`src/rtl/alu_pkg.sv`:
```
// -----------------------------------------------------------------------------
// alu_pkg
// Shared definitions for the clocked ALU with iterative multiply/divide.
//   - opcode constants for the 4-bit control field
//   - FSM state encoding for the multi-cycle sequencer
//   - helpers that classify an opcode (multi-cycle, divide, signed)
// -----------------------------------------------------------------------------
package alu_pkg;

  localparam logic [3:0] ALU_AND   = 4'b0000;
  localparam logic [3:0] ALU_OR    = 4'b0001;
  localparam logic [3:0] ALU_ADD   = 4'b0010;
  localparam logic [3:0] ALU_SLTU  = 4'b0011;
  localparam logic [3:0] ALU_SUB   = 4'b0110;
  localparam logic [3:0] ALU_SLT   = 4'b0111;
  localparam logic [3:0] ALU_MULTU = 4'b1000;
  localparam logic [3:0] ALU_MULT  = 4'b1001;
  localparam logic [3:0] ALU_DIVU  = 4'b1010;
  localparam logic [3:0] ALU_DIV   = 4'b1011;
  localparam logic [3:0] ALU_NOR   = 4'b1100;
  localparam logic [3:0] ALU_MFHI  = 4'b1101;
  localparam logic [3:0] ALU_MFLO  = 4'b1110;

  typedef enum logic [1:0] {
    IDLE = 2'd0,
    CALC = 2'd1,
    FIX  = 2'd2,
    DONE = 2'd3
  } state_t;

  // Multiply/divide occupy the 10xx corner of the opcode space; everything
  // else (including undefined codes) completes in a single cycle.
  function automatic logic is_multi_cycle(input logic [3:0] op);
    return (op[3:2] == 2'b10);
  endfunction

  // Within the 10xx group, bit 1 selects divide and bit 0 selects signed.
  function automatic logic is_div_op(input logic [3:0] op);
    return op[1];
  endfunction

  function automatic logic is_signed_op(input logic [3:0] op);
    return op[0];
  endfunction

endpackage

```
`src/rtl/alu_mdu_iter.sv`:
```
// -----------------------------------------------------------------------------
// alu_mdu_iter
// Shared shift datapath for iterative multiply and restoring divide.
// Operands are converted to magnitudes on load, one bit is processed per
// step, and the sign-corrected HI/LO pair is presented combinationally for
// the parent to capture during its FIX cycle.
// Ports:
//   clock, reset_n   : clock and asynchronous active-low reset
//   load             : latch operands and mode, restart the iteration counter
//   step             : perform one multiply/divide iteration
//   is_div, is_signed: operation mode, sampled with load
//   a, b             : operands, sampled with load
//   last             : the iteration counter is at zero (final step)
//   hi_out, lo_out   : sign-corrected upper/lower results
// -----------------------------------------------------------------------------
module alu_mdu_iter #(
  parameter int WIDTH = 32
) (
  input  logic             clock,
  input  logic             reset_n,
  input  logic             load,
  input  logic             step,
  input  logic             is_div,
  input  logic             is_signed,
  input  logic [WIDTH-1:0] a,
  input  logic [WIDTH-1:0] b,
  output logic             last,
  output logic [WIDTH-1:0] hi_out,
  output logic [WIDTH-1:0] lo_out
);

  localparam int CW = $clog2(WIDTH);

  logic [2*WIDTH-1:0] acc;
  logic [2*WIDTH-1:0] acc_next;
  logic [WIDTH-1:0]   opb;
  logic [WIDTH-1:0]   a_keep;
  logic [CW-1:0]      count;
  logic               div_mode;
  logic               sign_a;
  logic               sign_diff;
  logic               b_zero;

  logic [WIDTH-1:0]   a_mag;
  logic [WIDTH-1:0]   b_mag;
  logic [WIDTH:0]     mul_sum;
  logic [WIDTH:0]     rem_shift;
  logic [WIDTH:0]     rem_diff;
  logic [2*WIDTH-1:0] prod;
  logic [WIDTH-1:0]   quot;
  logic [WIDTH-1:0]   rem;

  // Magnitudes of the incoming operands. The most negative value maps onto
  // itself, which read as unsigned is exactly its magnitude.
  always_comb begin
    a_mag = (is_signed && a[WIDTH-1]) ? -a : a;
    b_mag = (is_signed && b[WIDTH-1]) ? -b : b;
  end

  // One iteration. Multiply: the accumulator holds {partial, multiplier};
  // add the multiplicand into the upper half when the low bit is set, then
  // shift right. Divide: the accumulator holds {remainder, dividend}; shift
  // the next dividend bit into the remainder, trial-subtract the divisor and
  // keep the difference only when it does not go negative.
  always_comb begin
    mul_sum   = {1'b0, acc[2*WIDTH-1:WIDTH]} + (acc[0] ? {1'b0, opb} : '0);
    rem_shift = acc[2*WIDTH-1:WIDTH-1];
    rem_diff  = rem_shift - {1'b0, opb};
    if (div_mode) begin
      if (rem_diff[WIDTH]) begin
        acc_next = {rem_shift[WIDTH-1:0], acc[WIDTH-2:0], 1'b0};
      end else begin
        acc_next = {rem_diff[WIDTH-1:0], acc[WIDTH-2:0], 1'b1};
      end
    end else begin
      acc_next = {mul_sum, acc[WIDTH-1:1]};
    end
  end

  // Operand latch, accumulator and down-counter. The counter starts at
  // WIDTH-1 so that the step taken while it reads zero is the last one.
  always_ff @(posedge clock or negedge reset_n) begin
    if (!reset_n) begin
      acc       <= '0;
      opb       <= '0;
      a_keep    <= '0;
      count     <= '0;
      div_mode  <= 1'b0;
      sign_a    <= 1'b0;
      sign_diff <= 1'b0;
      b_zero    <= 1'b0;
    end else if (load) begin
      acc       <= {{WIDTH{1'b0}}, a_mag};
      opb       <= b_mag;
      a_keep    <= a;
      count     <= CW'(WIDTH - 1);
      div_mode  <= is_div;
      sign_a    <= is_signed & a[WIDTH-1];
      sign_diff <= is_signed & (a[WIDTH-1] ^ b[WIDTH-1]);
      b_zero    <= (b == '0);
    end else if (step) begin
      acc       <= acc_next;
      count     <= count - CW'(1);
    end
  end

  assign last = (count == '0);

  // Sign correction applied to the finished magnitudes. The quotient is
  // negated when the operand signs differ (truncation toward zero), the
  // remainder follows the dividend. A zero divisor bypasses the datapath
  // and returns the original dividend with an all-ones quotient.
  always_comb begin
    prod = sign_diff ? -acc : acc;
    quot = acc[WIDTH-1:0];
    rem  = acc[2*WIDTH-1:WIDTH];
    if (div_mode) begin
      if (b_zero) begin
        hi_out = a_keep;
        lo_out = '1;
      end else begin
        hi_out = sign_a ? -rem : rem;
        lo_out = sign_diff ? -quot : quot;
      end
    end else begin
      hi_out = prod[2*WIDTH-1:WIDTH];
      lo_out = prod[WIDTH-1:0];
    end
  end

endmodule

```
`src/rtl/alu_mdu.sv`:
```
// -----------------------------------------------------------------------------
// alu_mdu
// Clocked EX-stage ALU. Logic/arithmetic/compare ops and HI/LO reads finish
// in one cycle into the result register; multiply and divide run through
// the iterative datapath and write the HI/LO pair. The pipeline stalls
// while busy is high.
// Ports:
//   clock, reset_n : clock and asynchronous active-low reset
//   start          : operation request, honoured only while not busy
//   control        : 4-bit opcode, sampled with start
//   a, b           : operands, sampled with start
//   result, zero   : result register and its zero flag
//   busy           : multi-cycle operation in flight
//   done           : one-cycle completion pulse
//   hi, lo         : HI/LO registers
// -----------------------------------------------------------------------------
module alu_mdu #(
  parameter int WIDTH = 32
) (
  input  logic             clock,
  input  logic             reset_n,
  input  logic             start,
  input  logic [3:0]       control,
  input  logic [WIDTH-1:0] a,
  input  logic [WIDTH-1:0] b,
  output logic [WIDTH-1:0] result,
  output logic             zero,
  output logic             busy,
  output logic             done,
  output logic [WIDTH-1:0] hi,
  output logic [WIDTH-1:0] lo
);

  import alu_pkg::*;

  state_t           state;
  state_t           state_next;
  logic             accept_single;
  logic             load_en;
  logic             calc_en;
  logic             fix_en;
  logic             single_done;
  logic             alu_write;
  logic [WIDTH-1:0] alu_value;
  logic             iter_last;
  logic [WIDTH-1:0] iter_hi;
  logic [WIDTH-1:0] iter_lo;

  // Requests are only seen in IDLE; while busy they are dropped.
  assign accept_single = start && (state == IDLE) && !is_multi_cycle(control);

  // State register.
  always_ff @(posedge clock or negedge reset_n) begin
    if (!reset_n) begin
      state <= IDLE;
    end else begin
      state <= state_next;
    end
  end

  // Next-state logic for the multi-cycle sequencer.
  always_comb begin
    state_next = state;
    case (state)
      IDLE: if (start && is_multi_cycle(control)) state_next = CALC;
      CALC: if (iter_last) state_next = FIX;
      FIX:  state_next = DONE;
      DONE: state_next = IDLE;
      default: state_next = IDLE;
    endcase
  end

  // Sequencer outputs. done covers both the single-cycle pulse and the
  // DONE state of a multiply/divide.
  always_comb begin
    busy    = (state != IDLE);
    load_en = (state == IDLE) && start && is_multi_cycle(control);
    calc_en = (state == CALC);
    fix_en  = (state == FIX);
    done    = (state == DONE) || single_done;
  end

  // Single-cycle operation values. Undefined codes leave result untouched.
  always_comb begin
    alu_value = result;
    alu_write = 1'b1;
    case (control)
      ALU_AND:  alu_value = a & b;
      ALU_OR:   alu_value = a | b;
      ALU_ADD:  alu_value = a + b;
      ALU_SUB:  alu_value = a - b;
      ALU_NOR:  alu_value = ~(a | b);
      ALU_SLT:  alu_value = {{(WIDTH-1){1'b0}}, ($signed(a) < $signed(b))};
      ALU_SLTU: alu_value = {{(WIDTH-1){1'b0}}, (a < b)};
      ALU_MFHI: alu_value = hi;
      ALU_MFLO: alu_value = lo;
      default:  alu_write = 1'b0;
    endcase
  end

  // Result register and the single-cycle completion pulse.
  always_ff @(posedge clock or negedge reset_n) begin
    if (!reset_n) begin
      result      <= '0;
      single_done <= 1'b0;
    end else begin
      single_done <= accept_single;
      if (accept_single && alu_write) begin
        result <= alu_value;
      end
    end
  end

  // HI/LO are written only at the end of FIX, so an abort leaves them alone
  // until reset clears them.
  always_ff @(posedge clock or negedge reset_n) begin
    if (!reset_n) begin
      hi <= '0;
      lo <= '0;
    end else if (fix_en) begin
      hi <= iter_hi;
      lo <= iter_lo;
    end
  end

  assign zero = (result == '0);

  alu_mdu_iter #(
    .WIDTH(WIDTH)
  ) u_iter (
    .clock    (clock),
    .reset_n  (reset_n),
    .load     (load_en),
    .step     (calc_en),
    .is_div   (is_div_op(control)),
    .is_signed(is_signed_op(control)),
    .a        (a),
    .b        (b),
    .last     (iter_last),
    .hi_out   (iter_hi),
    .lo_out   (iter_lo)
  );

endmodule

```
`config.mk`:
```
export PLATFORM = sky130hd
export DESIGN_NAME = alu_mdu
export DESIGN_NICKNAME = d
export VERILOG_FILES = /design/src/rtl/alu_pkg.sv /design/src/rtl/alu_mdu_iter.sv /design/src/rtl/alu_mdu.sv
export SDC_FILE = /design/constraint.sdc
export NUM_CORES = 1
export LEC_CHECK = 0
export ABC_CLOCK_PERIOD_IN_PS = 7700
export BUFFER_PORTS_ARGS = -buffer_cell sky130_fd_sc_hd__buf_2
export CORE_MARGIN = 4
export CORE_UTILIZATION = 60
export DETAILED_ROUTE_END_ITERATION = 10
export PLACE_DENSITY_LB_ADDON = 0.1
export SLEW_MARGIN = 10
export SYNTH_ARGS = -nofsm -noshare
export SYNTH_HDL_FRONTEND = slang
export SYNTH_SLANG_ARGS = --single-unit
```
`constraint.sdc`:
```
create_clock -name clock -period 7.7 [get_ports clock]
set_clock_uncertainty 0.15 [all_clocks]
set_input_delay 1.155 -clock clock [delete_from_list [all_inputs] [get_ports clock]]
set_output_delay 1.155 -clock clock [all_outputs]
set_load 0.05 [all_outputs]
```
# ---- Yosys cells after proc, flatten, opt, wreduce, memory -nomap -nowiden
# Index checks and enable logic that the tools add are counted.
dict set report classes {
  addsub 10
  n_mul 0
  div 0
  order_cmp 2
  n_eq_ne 14
  shifts 0
  mux 21
  n_bitwise 6
  reduce_logical 20
}
# op n
set op_table {}
lappend op_table {{$mux 64} 5}
lappend op_table {{$mux 32} 9}
lappend op_table {{$pmux 32 s9} 1}
lappend op_table {{$neg 32->32} 4}
lappend op_table {{$logic_not 32->1} 2}
lappend op_table {{$lt 32x32->1} 2}
lappend op_table {{$neg 64->64} 1}
lappend op_table {{$add 32x33->33} 1}
lappend op_table {{$sub 33x32->33} 1}
lappend op_table {{$add 32x32->32} 1}
lappend op_table {{$and 32x32->32} 1}
lappend op_table {{$not 32->32} 1}
lappend op_table {{$or 32x32->32} 1}
lappend op_table {{$sub 32x32->32} 1}
lappend op_table {{$eq 4x4->1 const B} 3}
lappend op_table {{$mux 5} 2}
lappend op_table {{$reduce_bool 9->1} 1}
lappend op_table {{$reduce_or 9->1} 1}
lappend op_table {{$eq 4x2->1 const B} 2}
lappend op_table {{$eq 4x3->1 const B} 2}
lappend op_table {{$pmux 2 s4} 1}
lappend op_table {{$logic_and 1x1->1} 7}
lappend op_table {{$eq 2x2->1 const B} 3}
lappend op_table {{$logic_not 5->1} 1}
lappend op_table {{14 further kinds} 19}
dict set report word_totals {
  ff_bits 236
  latch_bits 0
  mem_bits_rw 0
  romBits 0
  in_bits 71
  out_inout_bits 99
  wordCells 86
  n_memories 0
}

# ---- Depth between registers and ports, before layout
dict set report depth {
  depth_word 5
  mapped_depth 17
  ltp_nobuf 14
}

# ---- By module
# A second synthesis with hierarchy kept.
dict set report hier_totals {
  hier_cells 2915
  hier_area_um2 22980.8
}
# module instances cells_per_inst area_each_um2 seq_area_each_um2
set by_module_without_submodules {}
lappend by_module_without_submodules {alu_mdu_iter 1 1797 13583.0 3428.3}
lappend by_module_without_submodules {alu_mdu 1 1118 9397.8 2477.4}

# ---- Least setup slack after synthesis
# Ideal clock, no wire load.
dict set report synth_timing {
  path_type {in2reg}
  startpoint {in a[4]}
  endpoint {reg result[30]}
  setup_ns 0.128
  arrival_ns 3.930
  required_ns 7.422
  path_slack_ns 3.492
  stages 12
  n_path_buf 1
  path_cell_list {inv_1 -> ha_1 -> clkbuf_2 -> or3_1 -> o21bai_1 -> a211o_1 -> a2111oi_2 -> nor3_1 -> o31ai_1 -> mux2_2 -> a221oi_1 -> nor3_1}
}
dict set report synth_via {
  elab_chain_len 2
  word_cells_on_any_way 3
  cone_classes {2 x add/sub; 1 x mux}
}
# element line_no
set synth_rtl {}
lappend synth_rtl {{from (decl)} alu_mdu.sv:24} ;# input logic [WIDTH-1:0] a,
lappend synth_rtl {{$sub 32x32->32 / $add 32x32->32 (equally long branches)} {alu_mdu.sv:91, alu_mdu.sv:90}}
lappend synth_rtl {{$pmux 32 s9 *} alu_mdu.sv:87} ;# case (control)
lappend synth_rtl {{to (signal assigned)} alu_mdu.sv:109} ;# result <= alu_value;
lappend synth_rtl {{to (decl)} alu_mdu.sv:26} ;# output logic [WIDTH-1:0] result,
# Mark *: on every way between the ends. The rest lies on a longest branch, timed or not.
# A chain may end at the register's enable or synchronous reset.

# ---- Final worst setup path
dict set report layout_timing {
  startpoint {reg u_iter.acc[31]}
  endpoint {reg u_iter.acc[56]}
}
dict set report layout_via {
  elab_chain_len 5
}
# element line_no
set layout_rtl {}
lappend layout_rtl {{from (decl)} alu_mdu_iter.sv:34} ;# logic [2*WIDTH-1:0] acc;
lappend layout_rtl {{from (signal assigned)} alu_mdu_iter.sv:93} ;# acc <= {{WIDTH{1'b0}}, a_mag};
lappend layout_rtl {{from (signal assigned)} alu_mdu_iter.sv:102} ;# acc <= acc_next;
lappend layout_rtl {{$sub 33x32->33} alu_mdu_iter.sv:68} ;# rem_diff = rem_shift - {1'b0, opb};
lappend layout_rtl {{$mux 64} alu_mdu_iter.sv:70} ;# if (rem_diff[WIDTH]) begin
lappend layout_rtl {{$mux 64} alu_mdu_iter.sv:69} ;# if (div_mode) begin
lappend layout_rtl {{$mux 64} alu_mdu_iter.sv:101} ;# end else if (step) begin
lappend layout_rtl {{$mux 64} alu_mdu_iter.sv:92} ;# end else if (load) begin
# Every way passes these cells. The select of a mux whose other input is x is not followed.

==> impl_metrics.json <==
{
  "cts_buffer_depth": 3,
  "comb_power_share_pct": 62.3,
  "async_flop_share_pct": 100.0,
  "grt_overflow": 0,
  "seq_area_frac_synth_pct": 26.50,
  "min_period_over_period_pct": 59.00,
  "grt_busiest_layer": "met2",
  "route.detailed.drc": 0,
  "status": "finished, final reports clean",
  "yosys.area.top_type": "dfrtp_1",
  "finish.net_count": 3149,
  "grt_setup_unrepaired": "false",
  "hold_start": "u_iter.a_keep[0]",
  "tightest_slew_ns": 1.153,
  "ant_nets": 0,
  "critical-path-max-stage-delay_ns": 0.51,
  "first_global_vias": 21752,
  "grtUsageMet2_pct": 59.46,
  "tritoncts": "yes",
  "drtIter0Drc": 2915,
  "crit_path_start": "u_iter.acc[31]",
  "r2r_start": "u_iter.acc[31]",
  "cts_resized": 0,
  "cts_hold_buf": 0,
  "grt_max_degree": 160,
  "final_cell_mix": "nand2_1 (300), o21ai_0 (295), a21oi_1 (235)",
  "dp_slack_ns": 2.768,
  "pwr-share-clk_pct": 12.5,
  "grtUsageTotal_pct": 38.98,
  "antenna_found_initial": 3,
  "vias": 22747,
  "final_cell_area_um2": 24190,
  "clock_latency_ns": 0.59,
  "cp_max_fo": 39,
  "initial_utilization_pct": 60.88,
  "synth_area_um2": 22290,
  "ioPinCount": 170,
  "switchingPower_mw": 5.883,
  "synth_nets": 3108,
  "drive_above_1_share_pct": 10.39,
  "end_kind": "flop",
  "slowest_stage": "buf_4",
  "synth_edf_count": 0,
  "place_area_um2": 23250,
  "maxCapViolCount": 0,
  "use_met1_pct": 55.37,
  "cp_data_required_time_ns": 8.00,
  "wl_mm": 82.08,
  "p_int_mw": 5.126,
  "root_buffer": "clkbuf_16",
  "crit_chain": "inv_1 > ha_1 > inv_1 > fa_1 > a21o_1 > a22oi_1 > o22a_1 > a21oi_2 > o21ai_2 > nand4b_1 > and4_2 > buf_4 > mux2i_1 > a2111oi_0 > a21oi_1",
  "slew-limit-headroom_pct": 22.87,
  "syn2layout_area_growth_pct": 8.544,
  "setup.worst_path.class": "flop to flop",
  "layout_min_cycle_time_ns": 4.543,
  "synth_top_area_share_pct": 26.50,
  "critPathArrivalTime_ns": 4.84,
  "p_leak_nw": 10.53,
  "drtPass1Iterations": 6,
  "fp.dieW_um": 200.7,
  "reg2reg_depth": 15,
  "grt_pass1_wl_mm": 126.4,
  "core_area_um2": 36610,
  "regToRegSetupSlack_ns": 3.16,
  "fin_setup_tns_ns": 0,
  "io_buffers": 169,
  "vias_per_cell": 6.720,
  "critPathBufInv": 3,
  "critical_path_depth": 15,
  "wire_per_inst_um": 24.25,
  "post_cts_buffers": 0,
  "cts_sinks": 236,
  "cp_top_family": "compound AO/OA/AOI/OAI gates",
  "p_sw_share_pct": 53.43,
  "slew_violations": 0,
  "yosys_most_used_dff": "dfrtp_1",
  "ir_worst_vdd_uv": 351.9,
  "cts.clk_slew.worst_paths_ns": 0.07,
  "gp_congestion": 1.007,
  "p_per_area_nw_per_um2": 455.0,
  "final_common_cell": "nand2_1",
  "hpwl_mm": 61.62,
  "fmax_mhz": 220.1,
  "hold_path_depth": 2,
  "die_y_um": 200.7,
  "grt_use_met3_pct": 8.352,
  "ys_ff_latch": 236,
  "pwr-share-seq_pct": 25.2,
  "fp.dieArea_um2": 40300,
  "synthDistinctLibCells": 86,
  "start_kind": "flop",
  "hp-class": "flop to flop",
  "numCtsBuffers": 27,
  "path_common_cell": "inv_1",
  "setup_viol": 0,
  "syn_area_per_cell_um2": 7.812,
  "finalHoldViolCount": 0,
  "yosysWarnings": 0,
  "worst_slack_ns": 3.157,
  "synth_area_leaders": "dfrtp_1 (26%), ha_1 (10%), o21ai_0 (6.6%)",
  "placementRows": 70,
  "htree_levels": 1,
  "synth_cells": 2853
}
## layer usage
layer	vias up	wire length (um)
li1	10293	-
met1	10859	34110
met2	1393	35710
met3	200	9079
met4	2	3165
met5	-	13
## power groups by stage
stage                     registers [mW]  logic (mW)  clock network [mW]
after floorplan                     3.10        4.60                   0
after global placement              2.69        6.53                   0
after detailed placement            2.72        6.68                   0
after CTS                           2.71        6.75                1.39
after global routing                2.83        7.43                1.44
final                               2.77        6.86                1.38
## tightest hold or removal path: cells and delay by family (launching register included)
kind             cells  cell delay [ns]
AND/OR/NAND/NOR      2             0.10
flip-flops           1             0.34
## path summary, 6_finish.rpt
path	end
min in group asynchronous	result[0]
min reg2reg	u_iter.a_keep[0]
min	u_iter.a_keep[0]
max in group asynchronous	u_iter.sign_diff
max reg2reg	u_iter.acc[56]
max	u_iter.acc[56]
## through the flow
step                      util (%)  total power [mW]  cells  hold slack, ns
after floorplan                  -             7.700   2853          0.2944
after global placement       63.51             9.222   3333          0.3128
after detailed placement     63.51             9.396   3333          0.3142
after CTS                    66.07             10.85   3383          0.3290
after global routing         66.08             11.69   3384          0.3440
final                        66.08             11.01   3385          0.3274
## kinds of logic after synthesis
group,Yosys count,synth area share [%]
buffers and inverters,351,6.180
AO/OA/AOI/OAI,938,26.32
AND/OR/NAND/NOR,829,17.40
XOR/XNOR,219,8.606
flip-flops,236,26.50
multiplexers,96,4.536
adder cells (fa/ha/maj),184,10.46
## cell type report
cell class	instances	area (um^2)
antenna	2	5.005
tap	468	585.6
timing repair buffer	192	1054
clock inverter	14	156.4
fill	3177	12420
clock buffer	36	779.5
inverter	171	641.9
multi-input combinational	2266	15060
sequential	236	5912
## flip-flops by register name (all words and copies together) (netlist names), 2 cells and up
signal         cells
u_iter.opb        32
state              2
lo                32
u_iter.a_keep     32
u_iter.count       5
result            32
u_iter.acc        64
hi                32
## Yosys cell counts (12+ instances only)
library cell  count
nor2b_1          22
o211ai_1         54
o41ai_1          14
and3_1           16
xnor2_1         149
a221o_1          15
mux2i_1          74
xor2_1           70
a31oi_1          34
o21a_1           15
nor3_1           46
dfrtp_1         236
o21ai_0         295
mux2_2           16
or4_1            12
nor2_1          224
inv_1           170
clkbuf_1        148
a211oi_1         15
o31ai_1          25
o2111ai_1        14
or3_1            34
a22oi_1          25
a21o_1           47
buf_1            21
nand2b_1         26
a21oi_1         235
nand4_1          29
a221oi_1         27
nand2_1         300
ha_1            180
nor4_1           29
nand3_1          41
o21bai_1         28
No activity file was read; power rests on OpenSTA's default activity.
